--- src/rtl/prog_loader_pkg.sv ---
`default_nettype none
// ============================================================================
// Module      : prog_loader_pkg
// Description : Shared constants and state encoding for the program loader.
// Revision    : 1.0 - initial release
// ============================================================================
package prog_loader_pkg;

    // Frame start marker; also the only byte that matters outside a frame.
    localparam logic [7:0] SYNC_BYTE = 8'hA5;

    // Loader state encoding.
    localparam int         STATE_W    = 3;
    localparam logic [2:0] ST_IDLE    = 3'd0;
    localparam logic [2:0] ST_LEN_LO  = 3'd1;
    localparam logic [2:0] ST_LEN_HI  = 3'd2;
    localparam logic [2:0] ST_DATA    = 3'd3;
    localparam logic [2:0] ST_CSUM    = 3'd4;
    localparam logic [2:0] ST_RELEASE = 3'd5;
    localparam logic [2:0] ST_RUN     = 3'd6;
    localparam logic [2:0] ST_ERRST   = 3'd7;

endpackage : prog_loader_pkg
`default_nettype wire

--- src/rtl/prog_loader_asm.sv ---
`default_nettype none
// ============================================================================
// Module      : prog_loader_asm
// Description : Assembles four data bytes into one little-endian 32-bit word.
//               word/word_valid are combinational on the 4th byte so the
//               loader FSM can register them onto the memory port.
// Revision    : 1.0 - initial release
// ============================================================================
module prog_loader_asm (
    input  logic        clk,
    input  logic        rst,
    input  logic        i_clr,
    input  logic        i_byte_valid,
    input  logic [7:0]  i_byte,
    output logic        word_valid,
    output logic [31:0] word
);

    logic [1:0]  r_idx;
    logic [23:0] r_shift;

    // Byte index and the first three bytes of the word in flight; the oldest
    // byte sits lowest so the finished word comes out little-endian.
    always_ff @(posedge clk) begin
        if (rst) begin
            r_idx   <= 2'd0;
            r_shift <= 24'd0;
        end else if (i_clr) begin
            r_idx   <= 2'd0;
            r_shift <= 24'd0;
        end else if (i_byte_valid) begin
            r_idx   <= r_idx + 2'd1;
            r_shift <= {i_byte, r_shift[23:8]};
        end
    end

    assign word_valid = i_byte_valid & (r_idx == 2'd3);
    assign word       = {i_byte, r_shift};

endmodule : prog_loader_asm
`default_nettype wire

--- src/rtl/prog_loader.sv ---
`default_nettype none
// ============================================================================
// Module      : prog_loader
// Description : Byte-stream program loader. Parses A5/LEN/data/XOR frames,
//               writes words into instruction memory while holding the core,
//               and releases it with a one-cycle reset once the image checks.
// Revision    : 1.0 - initial release
// ============================================================================
module prog_loader
    import prog_loader_pkg::*;
#(
    parameter int ADDR_W    = 10,
    parameter int MAX_WORDS = 1024
) (
    input  logic              CLK,
    input  logic              RST,
    input  logic [7:0]        RX_DATA,
    input  logic              RX_VALID,
    output logic              RX_READY,
    output logic              IM_WE,
    output logic [ADDR_W-1:0] IM_ADDR,
    output logic [31:0]       IM_WDATA,
    output logic              CPU_HOLD,
    output logic              CPU_RST,
    output logic              DONE,
    output logic              ERR
);

    logic [STATE_W-1:0] r_state;
    logic [STATE_W-1:0] w_state_nxt;

    logic [15:0]       r_len;
    logic [ADDR_W:0]   r_wcnt;      // one bit wider so MAX_WORDS does not wrap
    logic [7:0]        r_xor;
    logic              r_we;
    logic [ADDR_W-1:0] r_addr;
    logic [31:0]       r_wdata;
    logic              r_hold;
    logic              r_cpu_rst;
    logic              r_done;
    logic              r_err;

    logic              w_xfer;
    logic              w_is_sync;
    logic              w_sync_xfer;
    logic              w_data_byte;
    logic [15:0]       w_len;
    logic              w_len_bad;
    logic [ADDR_W:0]   w_wcnt_inc;
    logic              w_last_word;
    logic              w_csum_ok;
    logic              w_word_valid;
    logic [31:0]       w_word;

    assign w_xfer      = RX_VALID & ~RST;
    assign w_is_sync   = (RX_DATA == SYNC_BYTE);
    assign w_data_byte = w_xfer & (r_state == ST_DATA);
    assign w_len       = {RX_DATA, r_len[7:0]};
    assign w_len_bad   = (w_len > 16'(MAX_WORDS));
    assign w_wcnt_inc  = r_wcnt + {{ADDR_W{1'b0}}, 1'b1};
    assign w_last_word = w_word_valid & (16'(w_wcnt_inc) == r_len);
    assign w_csum_ok   = (RX_DATA == r_xor);

    prog_loader_asm u_asm (
        .clk          (CLK),
        .rst          (RST),
        .i_clr        (w_sync_xfer),
        .i_byte_valid (w_data_byte),
        .i_byte       (RX_DATA),
        .word_valid   (w_word_valid),
        .word         (w_word)
    );

    // State register.
    always_ff @(posedge CLK) begin
        if (RST) begin
            r_state <= ST_IDLE;
        end else begin
            r_state <= w_state_nxt;
        end
    end

    // Next-state decode; a sync byte only resynchronises outside a frame.
    always_comb begin
        w_state_nxt = r_state;
        w_sync_xfer = 1'b0;
        case (r_state)
            ST_IDLE, ST_RUN, ST_ERRST: begin
                if (w_xfer && w_is_sync) begin
                    w_state_nxt = ST_LEN_LO;
                    w_sync_xfer = 1'b1;
                end
            end
            ST_LEN_LO: begin
                if (w_xfer) w_state_nxt = ST_LEN_HI;
            end
            ST_LEN_HI: begin
                if (w_xfer) begin
                    if (w_len_bad)          w_state_nxt = ST_ERRST;
                    else if (w_len == 16'd0) w_state_nxt = ST_CSUM;
                    else                    w_state_nxt = ST_DATA;
                end
            end
            ST_DATA: begin
                if (w_last_word) w_state_nxt = ST_CSUM;
            end
            ST_CSUM: begin
                if (w_xfer) w_state_nxt = w_csum_ok ? ST_RELEASE : ST_ERRST;
            end
            ST_RELEASE: begin
                w_state_nxt = ST_RUN;
            end
            default: begin
                w_state_nxt = ST_IDLE;
            end
        endcase
    end

    // Datapath and registered outputs: length capture, running XOR, memory
    // write port and the hold/release/status flags.
    always_ff @(posedge CLK) begin
        if (RST) begin
            r_len     <= 16'd0;
            r_wcnt    <= '0;
            r_xor     <= 8'd0;
            r_we      <= 1'b0;
            r_addr    <= '0;
            r_wdata   <= 32'd0;
            r_hold    <= 1'b1;
            r_cpu_rst <= 1'b0;
            r_done    <= 1'b0;
            r_err     <= 1'b0;
        end else begin
            r_we      <= 1'b0;
            r_cpu_rst <= 1'b0;
            if (w_sync_xfer) begin
                r_hold <= 1'b1;
                r_done <= 1'b0;
                r_err  <= 1'b0;
                r_xor  <= 8'd0;
                r_wcnt <= '0;
            end
            if (w_xfer && (r_state == ST_LEN_LO)) begin
                r_len[7:0] <= RX_DATA;
            end
            if (w_xfer && (r_state == ST_LEN_HI)) begin
                r_len[15:8] <= RX_DATA;
                if (w_len_bad) r_err <= 1'b1;
            end
            if (w_data_byte) begin
                r_xor <= r_xor ^ RX_DATA;
                if (w_word_valid) begin
                    r_we    <= 1'b1;
                    r_addr  <= r_wcnt[ADDR_W-1:0];
                    r_wdata <= w_word;
                    r_wcnt  <= w_wcnt_inc;
                end
            end
            if (w_xfer && (r_state == ST_CSUM)) begin
                if (w_csum_ok) r_cpu_rst <= 1'b1;
                else           r_err     <= 1'b1;
            end
            if (r_state == ST_RELEASE) begin
                r_hold <= 1'b0;
                r_done <= 1'b1;
            end
        end
    end

    assign RX_READY = ~RST;
    assign IM_WE    = r_we;
    assign IM_ADDR  = r_addr;
    assign IM_WDATA = r_wdata;
    assign CPU_HOLD = r_hold;
    assign CPU_RST  = r_cpu_rst;
    assign DONE     = r_done;
    assign ERR      = r_err;

endmodule : prog_loader
`default_nettype wire

--- config.mk ---
export PLATFORM = sky130hd
export DESIGN_NAME = prog_loader
export DESIGN_NICKNAME = d
export VERILOG_FILES = /design/src/rtl/prog_loader_pkg.sv /design/src/rtl/prog_loader_asm.sv /design/src/rtl/prog_loader.sv
export SDC_FILE = /design/constraint.sdc
export NUM_CORES = 1
export LEC_CHECK = 0
export ABC_AREA = 1
export CAP_MARGIN = 30
export CORE_ASPECT_RATIO = 1.25
export CORE_MARGIN = 3
export CORE_UTILIZATION = 50
export CTS_BUF_LIST = sky130_fd_sc_hd__clkbuf_2
export CTS_CLUSTER_SIZE = 20
export DETAILED_ROUTE_END_ITERATION = 7
export DONT_BUFFER_PORTS = 1
export PLACE_DENSITY = 0.64
export SLEW_MARGIN = 20
export SYNTH_ARGS = -nofsm -noshare
export SYNTH_HDL_FRONTEND = slang
export SYNTH_SLANG_ARGS = --single-unit
--- constraint.sdc ---
create_clock -name CLK -period 1.7 [get_ports CLK]
set_input_delay 0.34 -clock CLK [delete_from_list [all_inputs] [get_ports CLK]]
set_output_delay 0.34 -clock CLK [all_outputs]
set_load 0.05 [all_outputs]
==> Word-level counts from Yosys, hierarchy flattened <==
Index checks and enable logic that the tools add are counted.
{ "totals": {"register_bits": 111, "latch_bits": 0, "mem_bits_rw": 0, "rom_bits": 0, "elab_cells": 82, "mem_count": 0} }
{ "classes": {"n_addsub": 2, "n_mul": 0, "div": 0, "order_cmp": 1, "n_eq_ne": 16, "shifts": 0, "mux": 27, "bitwise_logic": 8, "reduce_logical": 14} }
{ "ops": {"columns": ["operator", "count"], "rows": [
  ["11-bit 2-to-1 mux", 3],
  ["3-bit 2-to-1 mux", 7],
  ["3-bit case mux with 6 select lines", 1],
  ["11-bit by 16-bit equality test with 1-bit output", 1],
  ["16-bit by 11-bit > comparator with 1-bit output, second input constant", 1],
  ["16-bit logical NOT", 1],
  ["8-bit 2-to-1 mux", 2],
  ["1-bit 2-to-1 mux", 13],
  ["3-bit equality test, second input constant", 4],
  ["11-bit by 1-bit adder with 11-bit output, second input constant", 1],
  ["2-bit inequality test, second input constant", 5],
  ["8-bit equality test", 1],
  ["8-bit equality test, second input constant", 1],
  ["8-bit XOR", 1],
  ["3-bit by 2-bit equality test with 1-bit output, second input constant", 2],
  ["2-bit OR reduction", 3],
  ["5-bit AND reduction", 1],
  ["1-bit AND", 4],
  ["1-bit logical AND", 4],
  ["2-bit nonzero test", 2],
  ["3-bit by 1-bit equality test with 1-bit output, second input constant", 1],
  ["3-bit logical NOT", 1],
  ["1-bit NOT", 3],
  ["3-bit OR reduction", 1],
  ["other kinds (4)", 4]
]} }

==> Depth between registers and ports, before layout <==
Gate-level depths: netlist of the first run.
{ "logic_depth": {"ltp_word": 10, "ltp_mapped": 14, "depth_no_buf": 14} }

==> By module <==
Synthesis of the first run repeated with hierarchy kept, for this count alone.
{ "hier_totals": {"hier_cells": 718, "hier_area_um2": 5064.9} }
{ "by_module_without_submodules": {"columns": ["mod", "n_inst", "cells_each", "area_each_um2"], "rows": [
  ["prog_loader", 1, 543, 3902.5],
  ["prog_loader_asm", 1, 175, 1162.4]
]} }

==> Least setup slack after synthesis of the first run <==
OpenSTA, ideal clock, no wires.
{ "synth_path": {"kind": "reg2reg", "from": "register r_wcnt[0]", "to": "register r_state[1]", "setup_ps": 115, "t_arrival_ps": 1576, "required_time_ps": 1585, "path_slack_ps": 9, "stages_incl_launch_ff": 15, "n_path_buf": 0, "synth_period_minus_slack_ps": 1691, "path_cell_list": "dfxtp_1 -> ha_1 -> nand2_1 -> nor2_4 -> nand2_1 -> nand2_1 -> nand2_1 -> nand2_1 -> nand2_1 -> inv_2 -> nand3_1 -> o21bai_2 -> nand3_1 -> nand2_1 -> nor2_1"} }
{ "synth_via": {"elab_chain_cells": 5} }
{ "synth_rtl": {"columns": ["item", "line", "rtl"], "rows": [
  ["from (decl)", "prog_loader.sv:33", "logic [ADDR_W:0] r_wcnt;"],
  ["from (signal assigned)", "prog_loader.sv:156", "r_wcnt <= w_wcnt_inc;"],
  ["11-bit by 1-bit adder with 11-bit output", "prog_loader.sv:60", "assign w_wcnt_inc = r_wcnt + {{ADDR_W{1'b0}}, 1'b1};"],
  ["11-bit by 16-bit equality test with 1-bit output", "prog_loader.sv:61", "assign w_last_word = w_word_valid & (16'(w_wcnt_inc) == r_len);"],
  ["1-bit AND", "prog_loader.sv:61", null],
  ["2-bit inequality test (no source line)", null, null],
  ["5-bit AND reduction (no source line)", null, null],
  ["to (signal assigned)", "prog_loader.sv:79", "r_state <= w_state_nxt;"],
  ["to (decl)", "prog_loader.sv:29", "logic [STATE_W-1:0] r_state;"]
]} }
Every way passes these cells.
A chain may end at the register's enable or synchronous reset.

==> Worst setup path in the final report of the first run <==
{ "layout_path": {"from": "register r_wcnt[1]", "to": "register r_state[1]"} }
Same word-level chain as after synthesis.

==> results of run 1 <==
## final timing paths
check | from | end | slack, ns
min reg2reg | u_asm.r_shift[5] | IM_WDATA[5] | 0.47
max | r_wcnt[1] | r_state[1] | -0.01
min | RX_DATA[5] | CPU_HOLD | 0.06
max reg2reg | r_wcnt[1] | r_state[1] | -0.01
## where the power goes
group	leakage, nW	switching [mW]	internal, mW
sequential	0.916	0.104	2.71
combinational	1.13	0.606	0.360
clock	0.0861	0.872	0.508
## worst reg2reg max path, cell delays in order (launching register included)
cell and delay, ns:
dfxtp_2 0.42, buf_4 0.13, nand2_2 0.06, nor2_4 0.11, nand2_1 0.08, nand2_1 0.08, nand2_1 0.05, nand2_1 0.07
nand2_1 0.07, nor2_2 0.11, nand3_2 0.10, o21bai_4 0.19, nand3_1 0.10, nand2_1 0.06, nor2_1 0.04
## flip-flops by register name (all words and copies together) (netlist names)
register	cells
r_wcnt	11
IM_WE	1
u_asm.r_shift	24
IM_ADDR	10
r_xor	8
CPU_RST	1
DONE	1
IM_WDATA	32
u_asm.r_idx	2
CPU_HOLD	1
r_state	3
ERR	1
r_len	16
## layer usage
layer	vias to the layer above	share of wire	track usage
met1	1849	0.43	0.289
met5	-	0	0
met3	20	0.054	0.0416
met4	0	0.022	0.102
li1	2087	-	-
met2	101	0.49	0.398
## cell usage after synthesis
| library cell | n |
|---|---|
| nand3_4 | 1 |
| nand4_1 | 5 |
| a31oi_1 | 1 |
| a21oi_1 | 40 |
| nand3_1 | 81 |
| o31ai_1 | 5 |
| mux2i_1 | 1 |
| buf_4 | 1 |
| buf_2 | 8 |
| nand3_2 | 1 |
| o21ai_0 | 27 |
| nor3_1 | 4 |
| nor3_2 | 2 |
| o22ai_1 | 3 |
| xor2_1 | 5 |
| xnor2_1 | 4 |
| nand3b_1 | 1 |
| or2_0 | 5 |
| nand2_1 | 193 |
| clkbuf_1 | 17 |
| dfxtp_1 | 111 |
| o21bai_2 | 1 |
| nor2_2 | 2 |
| nand4_2 | 1 |
| nor2_4 | 3 |
| nor4_1 | 1 |
| inv_1 | 46 |
| inv_2 | 5 |
| buf_1 | 5 |
| ha_1 | 3 |
| nand2_2 | 2 |
| nor2_1 | 32 |
| a211oi_1 | 6 |
| o21ai_1 | 7 |
## stage by stage
stage	hold WS (ns)	instance area [µm²]	setup TNS, ns
6_report	0.0617	5310	-0.0171
5_1_grt	0.0233	5310	-0.526
4_1_cts	0.0113	5210	-0.135
3_5_place_dp	0.416	4890	-0.520
3_3_place_gp	0.413	4890	-0.198
2_1_floorplan	0.427	4620	0
## logic make-up after synthesis
group / Yosys count
compound gates: 90
xor+xnor: 9
fa+ha+maj: 3
buf+inv: 82
flops: 111
mux: 1
simple gates: 334
## layout make-up
type / count / area share
Inverter: 51 / 0.0377
Timing Repair Buffer: 36 / 0.0686
Multi-Input combinational cell: 437 / 0.409
Clock buffer: 10 / 0.00943
Tap cell: 120 / 0.0283
Sequential cell: 111 / 0.429
Clock inverter: 6 / 0.0174
## layout by cell type (no fill, tap or decap), drive strengths merged, types with 6 or more instances in the layout
cell | Yosys | layout
a211oi | 6 | 6
a21oi | 40 | 40
buf | 14 | 25
clkbuf | 17 | 10
dfxtp | 111 | 111
dlygate4sd3 | 0 | 11
inv | 51 | 52
nand2 | 195 | 195
nand3 | 83 | 83
nand4 | 6 | 6
nor2 | 37 | 37
nor3 | 6 | 6
o21ai | 34 | 34
## timing repair
item | in CTS | in global routing
hold buffers | 11 | 0
hold endpoints to repair | 45 | 0
pin swaps | 8 | 3
endpoints found under the setup margin | 17 | 75
resized for setup | 31 | 44
setup buffers | 1 | 0
==> results, run 1 <==
- The setup violation total in the final timing report is 2.
- The flow ran to the end, but the final reports show violations.
- The overall routed net length is 11500 µm.
- In this run the core area contains 38 standard-cell rows.
- Buffers inserted during clock tree synthesis total 9.
- The transition time of the tightest slew-check pin is 0.883 ns.
- The net count after synthesis is 644.
- Entering global routing, the biggest net connects 30 pins.
- The global-route congestion overflow total is 0.
- The area of the placeable core is approximately 0.0088 mm².
- The type of element capturing the critical path is a register.
- The area of the die is between 0.01 and 0.015 mm².
- The synthesized-area fraction occupied by xor and xnor cells is 0.0170.
- Before CTS, the worst setup slack after placement is -0.183 ns.
- Of the cells placed in the final design, the portion with a size suffix greater than 1 is 0.186.
- In this run the power density over the cells is 971 mW/mm².
- Clock-pin slew was measured on the worst setup and hold paths at just over 0.3 ns.
- The clock passes through at most 2 buffers.
- The startpoint type of the worst setup path is a register.
- The count of warnings emitted by yosys is 0.
- After detailed routing, the average wire length per cell comes to about 15 µm.
- The share of the Yosys chip area taken by registers is 0.481.
- The analysis attributes to cell leakage a power of 2.13 nW.
- The number of different library cells in the post-synthesis netlist is 34.
- The area share of and/or/nand/nor cells after synthesis is 0.317.
- Counting both buffers and inverters, the worst setup path holds a total of 1.
- The starting DRC count in detailed routing is about 270.
- The arrival time of the worst setup path is between 2 and 2.5 ns.
- Counting stages on the worst path, the most repeated cell is nand2_1.
- The detailed-route vias per instance is approximately 5.3.
- The TritonCTS clock tree is yes.
- The area fraction of the dominant cell type after synthesis is 0.481.
- The number of non-filler instances in the completed layout is about 770.
- Clock latency on the worst-skew pair, taken at its later pin, is roughly 0.60 ns.
- The number of instances in the synthesized netlist is 630.
- The final reports fail on setup timing.
- In the finished design, the share of the clock period the worst path needs comes to 1.01.
- The count of buffers added on input and output ports is 0.
- The worst voltage drop across the vdd grid is approximately 470 µV.
- The kind of cell adding the most delay to the critical path is simple AND/OR/NAND/NOR gates.
- a little under 60 I/O pins were placed.
- The cell area after synthesis is 0.00462 mm².
- The endpoint required time on the critical path is between 2 and 2.5 ns.
- For this run, design rule violations remaining after detail routing come to 0.
- In this run the number of H-tree levels came out at 3.
- For this run, the top clock speed supported by timing is just under 600 MHz.
- The compound-cell area share of the yosys netlist came to 0.106.
- The first global-routing pass estimated approximately 20000 µm of wire.
- The peak per-stage delay on the critical path is about 0.42 ns.
- Across all setup checks in the final design, the least slack found is -0.0128 ns.
- The global-route usage over all layers is 0.233.
- The combined area of the multi-input logic cells is approximately 0.0022 mm².
- Counting the fill cells in the layout gives between 800 and 900.
- The number of vias in the routed layout is between 4000 and 5000.
- The critical path goes through buf_4, nand2_2, nor2_4, nand2_1, nand2_1, nand2_1, nand2_1, nand2_1, nor2_2, nand3_2, o21bai_4, nand3_1, nand2_1, nor2_1.
- Clock skew on the completed layout was measured at 0.0331 ns.
- The share of synthesized area spent on multiplexers is 0.00216.
- The synthesized design spends more area on one cell type than any other, namely dfxtp_1.
- The post-synthesis area per instance is approximately 7.3 µm².
- The repair_antennas step left the layout with diodes totalling 0.
- The number of antenna violations at the first check in global routing was 0.
- Clock tree synthesis selected as its root buffer the cell clkbuf_2.
- The floorplan step set the die height to between 100 and 150 µm.
- By area, the combinational part of the netlist is dominated by simple AND/OR/NAND/NOR gates.
- The final estimated routing congestion in global placement is roughly 0.9.
- The post-detailed-route count of antenna-violating nets is 0.
- The worst hold path was traced through 3 stages.
- The first TritonRoute pass finished after 4 iterations.
- Subtracting the final worst setup slack from the clock period gives 1.71 ns.
- The initial core utilization is 0.523.
- The number of storage elements in the synthesis netlist is 111.
- The clock net in this run drives a total of roughly 110 sinks.
- The number of cells on the worst reg-to-reg path is 14.
- The final core utilization is 0.600.
- The final layout net count is 660.
- The number of global-route vias before repair is roughly 4000.
- The wire-length estimate of the detail-placed layout is ~8000 µm.
- Of the total synthesized cell area, the portion taken by full adders, half adders and majority gates is 0.00812.
- By startpoint and endpoint, the worst setup path is classified as reg2reg.
- The logic depth of the worst path, buffers included is 14.
- Across the run, the number of max-cap violations was 0.
- Setup repair after global routing could not meet its margin everywhere.
- Across the whole layout, storage elements account for 0.00228 mm².
- The area overhead of the layout relative to synthesis is 14.8%.
- The total chip power is ~5.2 mW.
- The worst max-slew margin expressed relative to the limit is 0.409.
- The number of hold-slack violations in the final timing report came to 0.
- The instance count after placement with tap cells included is ~740.
- The floorplan step set the die width to approximately 92 µm.
- In the post-synthesis netlist, the biggest area contributors are dfxtp_1 (48%), nand2_1 (16%), nand3_1 (8.8%), a21oi_1 (4.3%), inv_1 (3.7%).
- The max-slew violation total from the final report is 0.
- The cell with the largest stage delay on the worst path is dfxtp_2.
- The maximum fanout along the worst path is 5.
- The path class of the tightest hold or removal check is in2reg.
(Power assumes the default switching activity.)
==> inputs of run 2 (changes only) <==
--- a/config.mk
+++ b/config.mk
@@ -8,7 +8,6 @@
 export ABC_AREA = 1
 export CAP_MARGIN = 30
 export CORE_ASPECT_RATIO = 1.25
-export CORE_MARGIN = 3
 export CORE_UTILIZATION = 50
 export CTS_BUF_LIST = sky130_fd_sc_hd__clkbuf_2
 export CTS_CLUSTER_SIZE = 20
==> run 2 against run 1 <==
Against the previous run: the run ends with hold timing, setup timing left; final area down 1.3%; cell count rose by 0.39%; clock power decreased by 17%; sequential power hardly changed; via count up 0.81%; register-to-register slack got worse by 0.05 ns; die area fell by 7.7%; maximum frequency down 2.8%; clock skew down 0.0068 ns; highest routed layer unchanged.
==> results, run 2 (synthesis gave the netlist of run 1 again) <==
- Row generation in the floorplan step produced 38 rows.
- The top cell types in the final layout, fill and taps aside, are nand2_1 (187), dfxtp_1 (85), nand3_1 (76).
- The worst max-slew margin expressed relative to the limit is 0.649.
- The root buffer cell is clkbuf_2.
- The maximum level of the CTS H-tree is 3.
- The cell repeated most along the worst path is nand2_1.
- The overall die height is approximately 110 µm.
- STA classifies the critical path startpoint as a register.
- In this run the standard cell core region covers approximately 0.0088 mm².
- The critical path is of the reg2reg type.
- For this run, the total global-route usage over all layers was measured as 0.252.
- The source of the worst hold timing path is RST.
- Across the whole layout, storage elements account for around 0.0023 mm².
- The number of max-cap violations is 0.
- Compared with the post-synthesis result, the final layout area differs by 13.3%.
- The path type of the worst min-delay path is in2reg.
- The endpoint required time on the critical path is ~2.2 ns.
- The share of cells above drive strength 1 is 0.167.
- The clock tree skew after final layout is 0.0263 ns.
- The starting DRC count in detailed routing is 200.
- The post-detailed-placement half-perimeter wirelength is roughly 7800 µm.
- Along the worst hold path, the cell count comes to 1.
- The worst setup path is captured at a register.
- The count of TritonRoute iterations in the first routing pass is 4.
- The transition time of the tightest slew-check pin is roughly 0.53 ns.
- After filler insertion, the fill cell instance count of the layout stands at about 860.
- The total clock buffers created by CTS is 9.
- The max-slew violation total from the final report is 0.
- For hold timing, the worst endpoint is r_wcnt[10].
- The cell with the largest stage delay on the worst path is dfxtp_2.
- The maximum frequency from static timing analysis is between 500 and 600 MHz.
- In the final routed layout, each cell accounts on average for ~15 µm.
- The detailed-route vias per instance is 5.28.
- The die width is between 80 and 90 µm.
- For this run the aggregate overflow at the end of global routing stands at 0.
- Data arrives at the worst endpoint at 2.27 ns.
- Clock latency on the worst-skew pair, taken at its later pin, is approximately 0.6 ns.
- The final layout net count is about 670.
- The number of antenna violations at the first check in global routing was 1.
- The slack of the worst reg-to-reg path is -0.06 ns.
- The signal on the critical path passes through ha_4, nand2_4, o21ai_2, nand2_1, nand2_1, nand2_1, nor2_2, nand3_2, o21bai_4, nand3_2, nand2_1, nor2_1.
- For the worst flop-to-flop path, the logic depth is 12.
- The worst voltage drop across the vdd grid is around 530 µV.
- The initial core utilization is 0.523.
- Clock-pin slew was measured on the worst setup and hold paths at ~0.28 ns.
- The number of hold-slack violations in the final timing report came to 22.
- In the final timing run, aggregate negative setup slack is -0.103 ns.
- The remaining routing DRC violations is 0.
- Measured on the finished design, the core utilization comes to 0.592.
- The first global-routing pass estimated 18500 µm of wire.
- The setup violation total in the final timing report is 3.
- In this run the worst path has a maximum fanout of 5.
- Entering global routing, the biggest net connects 73 pins.
- Counting I/O delays and the setup requirement, the final critical path takes approximately 1.8 ns.
- The final estimated routing congestion in global placement is slightly below 0.9.
- The run finished, with violations left.
- TritonCTS built the clock tree.
- The number of vias in the routed layout is 4090.
- The peak per-stage delay on the critical path is around 0.43 ns.
- The register with the most flip-flops in the layout has 32 of them.
- The worst-case setup margin in the final layout is -0.0614 ns.
- The worst register-to-register path begins at r_wcnt[1].
- The placement-stage worst setup slack is -0.156 ns.
- The routed design has around 11000 µm of wire.
- The worst slack on hold paths is -0.234 ns.
- The sink count of the clock tree is approximately 110.
- Port buffering added 0 buffers.
- The area of the die is a little under 0.01 mm².
- The end of the worst register-to-register path is r_state[1].
- The I/O pin total is 59.
- The number of global-route vias before repair came to roughly 4000.
- The total of hold buffers inserted after clock tree synthesis is 9.
- The power density over the cells is around 950 mW/mm².
- The combined area of the multi-input logic cells is around 0.0022 mm².
- In this run the static leakage power is between 2 and 2.5 nW.
- The post-detailed-route count of antenna-violating nets is 0.
- Setup repair after global routing could not meet its margin everywhere.
- The part of the cycle the worst path needs is 1.04.
- The most common cell after layout, fill and taps aside is nand2_1.
- The checks that failed: hold timing, setup timing.
- The clock passes through at most 2 buffers.
==> run 2: cell type report <==
type	count	area share
sequential	111	0.430
clock inverter	3	0.00884
clock buffer	10	0.00955
inverter	51	0.0365
tap	120	0.0287
antenna	1	0.000478
multi-input combinational	437	0.415
timing repair buffer	41	0.0709
==> run 2: worst max path at each step <==
stage | startpoint | end | slack (ns) | depth (start not counted)
after floorplan | r_wcnt[0] | r_state[1] | 0.009 | 14
after global placement | r_wcnt[0] | r_state[2] | -0.07 | 14
after detailed placement | r_wcnt[0] | r_state[2] | -0.16 | 14
after CTS | r_wcnt[1] | r_state[2] | -0.03 | 14
after global routing | r_wcnt[0] | r_state[1] | -0.19 | 14
final | r_wcnt[1] | r_state[1] | -0.06 | 12
==> run 2: per-stage QoR <==
stage | cells | hold WS (ns) | power [mW] | cell area [µm²]
finish | 774 | -0.234 | 4.97 | 5240
global route | 774 | -0.298 | 5.25 | 5240
CTS | 770 | -0.255 | 4.96 | 5150
detailed placement | 748 | 0.415 | 3.76 | 4900
global placement | 748 | 0.414 | 3.76 | 4900
floorplan | 630 | 0.427 | 3.50 | 4620
==> run 2: timing repair <==
action / in CTS / in global routing
pin swaps: 7 / 5
setup endpoints to repair: 4 / 39
gates resized for setup: 21 / 32
endpoints found under the hold margin: 44 / 22
setup buffers: 0 / 3
==> run 2: power by group <==
group | total (mW) | switching, mW | internal [mW]
Clock | 1.15 | 0.826 | 0.326
Combinational | 1.01 | 0.619 | 0.394
Sequential | 2.80 | 0.101 | 2.70
==> run 2: worst max-delay path, delay by kind of cell (launching register included) <==
family	cells	cell delay, ns
DFF	1	0.43
AOI/OAI and AO/OA	2	0.37
adders and majority gates	1	0.18
and+or+nand+nor	9	0.69
==> run 2: layer usage <==
layer | GRT usage | vias up | share of wire
met4 | 0.0968 | 0 | 0.019
met5 | 0 | - | 0
met3 | 0.0526 | 17 | 0.053
met1 | 0.314 | 1891 | 0.44
met2 | 0.425 | 97 | 0.49
li1 | - | 2085 | -
==> inputs of run 3 (changes only) <==
--- a/config.mk
+++ b/config.mk
@@ -8,12 +8,13 @@
 export ABC_AREA = 1
 export CAP_MARGIN = 30
 export CORE_ASPECT_RATIO = 1.25
-export CORE_UTILIZATION = 50
+export CORE_UTILIZATION = 55
 export CTS_BUF_LIST = sky130_fd_sc_hd__clkbuf_2
 export CTS_CLUSTER_SIZE = 20
 export DETAILED_ROUTE_END_ITERATION = 7
 export DONT_BUFFER_PORTS = 1
-export PLACE_DENSITY = 0.64
+export PLACE_DENSITY = 0.69
+export SKIP_LAST_GASP = 1
 export SLEW_MARGIN = 20
 export SYNTH_ARGS = -nofsm -noshare
 export SYNTH_HDL_FRONTEND = slang
==> run 3 against run 2 <==
Against the previous run: the flow finishes with violations (DRC, hold timing, setup timing); wire length shrank 2.0%; combinational power shrank 10%; worst hold slack gained 0.0010 ns; worst setup slack gained 0.011 ns; clock power grew 6%; clock skew grew 0.025 ns; non-clock buffer count shrank 5; core utilization grew 4.4 points; final area shrank 0.53%; largest cell class unchanged.
==> results, run 3 (synthesis gave the netlist of run 1 again) <==
- The number of non-filler instances in the completed layout is between 700 and 800.
- The number of vias in the routed layout is 4116.
- Counting along the longest clock path gives a buffer depth of 2.
- The number of antenna violations at the first check in global routing is 0.
- The TritonCTS clock tree is yes.
- The post-detailed-placement half-perimeter wirelength is 7720 µm.
- Setup repair after global routing could not meet its margin everywhere.
- The sink count of the clock tree is around 110.
- In the final design database the tool counted 660 nets.
- The number of global-route vias before repair was between 3000 and 4000.
- Max-cap violations in this run came to 0.
- After layout, the minimum clock period comes to between 1.5 and 2 ns.
- Along the worst hold path, the cell count comes to 1.
- The run finished, with violations left.
- The count of TritonRoute iterations in the first routing pass is 7.
- The largest individual stage delay along the critical path comes from the cell dfxtp_2.
- The number of flip-flops under the largest register name is 32.
- The die is ~100 µm tall.
- Of the cells placed in the final design, the portion with a size suffix greater than 1 is 0.185.
- The final reports fail on DRC, hold timing, setup timing.
- The first-pass GRT wire length is around 18000 µm.
- The die width is 84.0 µm.
- The detailed-route vias per instance is ~5.5.
- After clock tree synthesis, the clock-pin slew on the worst setup and hold paths is 0.28 ns.
- The leakage dissipation is approximately 2.1 nW.
- The buffer and inverter count on the worst path is 2.
- The area overhead of the layout relative to synthesis is 12.7%.
- Dividing the final minimum period by the clock period gives 1.03.
- The setup violation total in the final timing report is 2.
- For this run, the top clock speed supported by timing is between 500 and 600 MHz.
- After detailed routing, the average wire length per cell comes to around 15 µm.
- The slack of the worst reg-to-reg path is -0.05 ns.
- Summed over all layers, the global routing overflow is 0.
- At the later pin of the worst-skew pair, clock insertion delay measures slightly above 0.6 ns.
- The clock tree skew after final layout is between 0.05 and 0.06 ns.
- The overall routed net length is 11200 µm.
- The I/O pin total is 59.
- The number of fill cells is 745.
- The startpoint type of the worst setup path is a register.
- OpenSTA, run right after detailed placement, puts the worst setup slack at -0.198 ns.
- The endpoint required time on the critical path is around 2.2 ns.
- The worst max-slew margin expressed relative to the limit is 0.647.
- The kind of cell adding the most delay to the critical path is simple AND/OR/NAND/NOR gates.
- The type of element capturing the critical path is a register.
- After the first detailed-routing iteration, the DRC count stood at roughly 250.
- The worst-case setup margin in the final layout is -0.0504 ns.
- The cell repeated most along the worst path is nand2_1.
- Clock tree synthesis selected as its root buffer the cell clkbuf_2.
- The path class of the tightest hold or removal check is in2reg.
- Hold timing on the final database bottoms out at a slack of -0.233 ns.
- The area of the placeable core is 0.00819 mm².
- The transition time of the tightest slew-check pin is between 0.5 and 0.6 ns.
- The launching element of the worst setup path is r_wcnt[0].
- In the global route stage, overall resource usage came out at 0.261.
- The area of the die is around 0.009 mm².
- In this run the remaining antenna-violating nets after routing total 0.
- The number of placed instances, taps included, is just over 700.
- The number of hold-slack violations in the final timing report is 22.
- The end of the worst register-to-register path is r_state[2].
- Clock tree synthesis inserted a total of 9 buffers.
- The maximum fanout along the worst path is 5.
- CTS built an H-tree with a depth of 3.
- The number of rows created at floorplan is 37.
- The initial utilization of the core area, before any placement, comes to 0.564.
- The final estimated routing congestion in global placement is 0.888.
- The maximum number of pins on one net before global-route repair is 73.
- The startpoint identified for the worst register-to-register timing path is r_wcnt[0].
- The startpoint identified for the worst hold timing path is RST.
- Leaving out fill and tap cells, the most frequent cell in the layout is nand2_1.
- The number of I/O port buffers is 0.
- Leaving out fill and tap cells, the most frequent cells in the layout are nand2_1 (189), nand3_1 (78), dfxtp_1 (66).
- For this run, design rule violations remaining after detail routing come to 4.
- The power density over the cells is between 900 and 1000 mW/mm².
- The worst voltage drop across the vdd grid is roughly 570 µV.
- The number of hold buffers added after CTS was 8.
- The category of the critical setup timing path is reg2reg.
- The length in cells of the worst reg-to-reg path is 14.
- The worst hold path terminates at r_wcnt[2].
- The signal on the critical path passes through buf_6, inv_4, nor2_4, nand2_1, nand2_2, nand2_1, nand2_1, nand2_1, nor2_2, nand3_2, o21bai_4, nand3_1, nand2_1, nor2_1.
- The peak per-stage delay on the critical path is 0.43 ns.
- The max-slew violation total from the final report was 0.
- STA puts the critical path data arrival time at 2.28 ns.
- The number of antenna diodes in the final layout is 0.
run 3: cell count changes in the layout (fill, tap and decap cells not counted), moves of 3 or more:
cell	delta
nand3_2	-3
dfxtp_1	-19
buf_4	-5
dfxtp_2	+16
nand2_2	-3
dfxtp_4	+3
run 3: power by group:
group          total (mW)  switching [mW]  internal (mW)  leakage (nW)
clock                1.22           0.867          0.356        0.0705
sequential           2.81           0.108           2.71         0.918
combinational       0.906           0.564          0.342          1.15
run 3: cell type report:
| class | instances | area, µm² | share of cell area |
|---|---|---|---|
| Multi-Input combinational cell | 437 | 2170 | 0.416 |
| Clock inverter | 5 | 66.3 | 0.0127 |
| Sequential cell | 111 | 2290 | 0.439 |
| Clock buffer | 10 | 50.0 | 0.00960 |
| Timing Repair Buffer | 36 | 327 | 0.0627 |
| Tap cell | 97 | 121 | 0.0233 |
| Inverter | 51 | 194 | 0.0372 |
run 3: layer usage:
metal,share of wire,global-route usage
met1,0.43,0.316
met2,0.50,0.451
met3,0.046,0.0492
met4,0.020,0.106
met5,0,0
run 3: worst max-delay path by stage:
stage | endpoint | slack (ns) | cells past startpoint
after floorplan | r_state[1] | 0.009 | 14
after global placement | r_state[1] | -0.07 | 14
after detailed placement | r_state[2] | -0.20 | 12
after CTS | r_state[2] | -0.04 | 13
after global routing | r_state[2] | -0.16 | 13
final | r_state[2] | -0.05 | 14
run 3: per-stage QoR:
step	cell area (µm²)	power [mW]	utilization	hold WS, ns	TNS [ns]
finish	5210	4.94	0.636	-0.233	-0.0624
global route	5210	5.20	0.636	-0.289	-0.505
CTS	5120	4.96	0.625	-0.268	-0.0406
detailed placement	4830	3.71	0.589	0.414	-0.544
global placement	4830	3.70	0.589	0.412	-0.202
floorplan	4620	3.50	-	0.427	0
run 3: timing repair:
| item | CTS | global route |
|---|---|---|
| pin swaps | 9 | 4 |
| endpoints found under the hold margin | 44 | 22 |
| setup buffers | 3 | 0 |
| resized for setup | 25 | 49 |
| setup endpoints to repair | 8 | 70 |
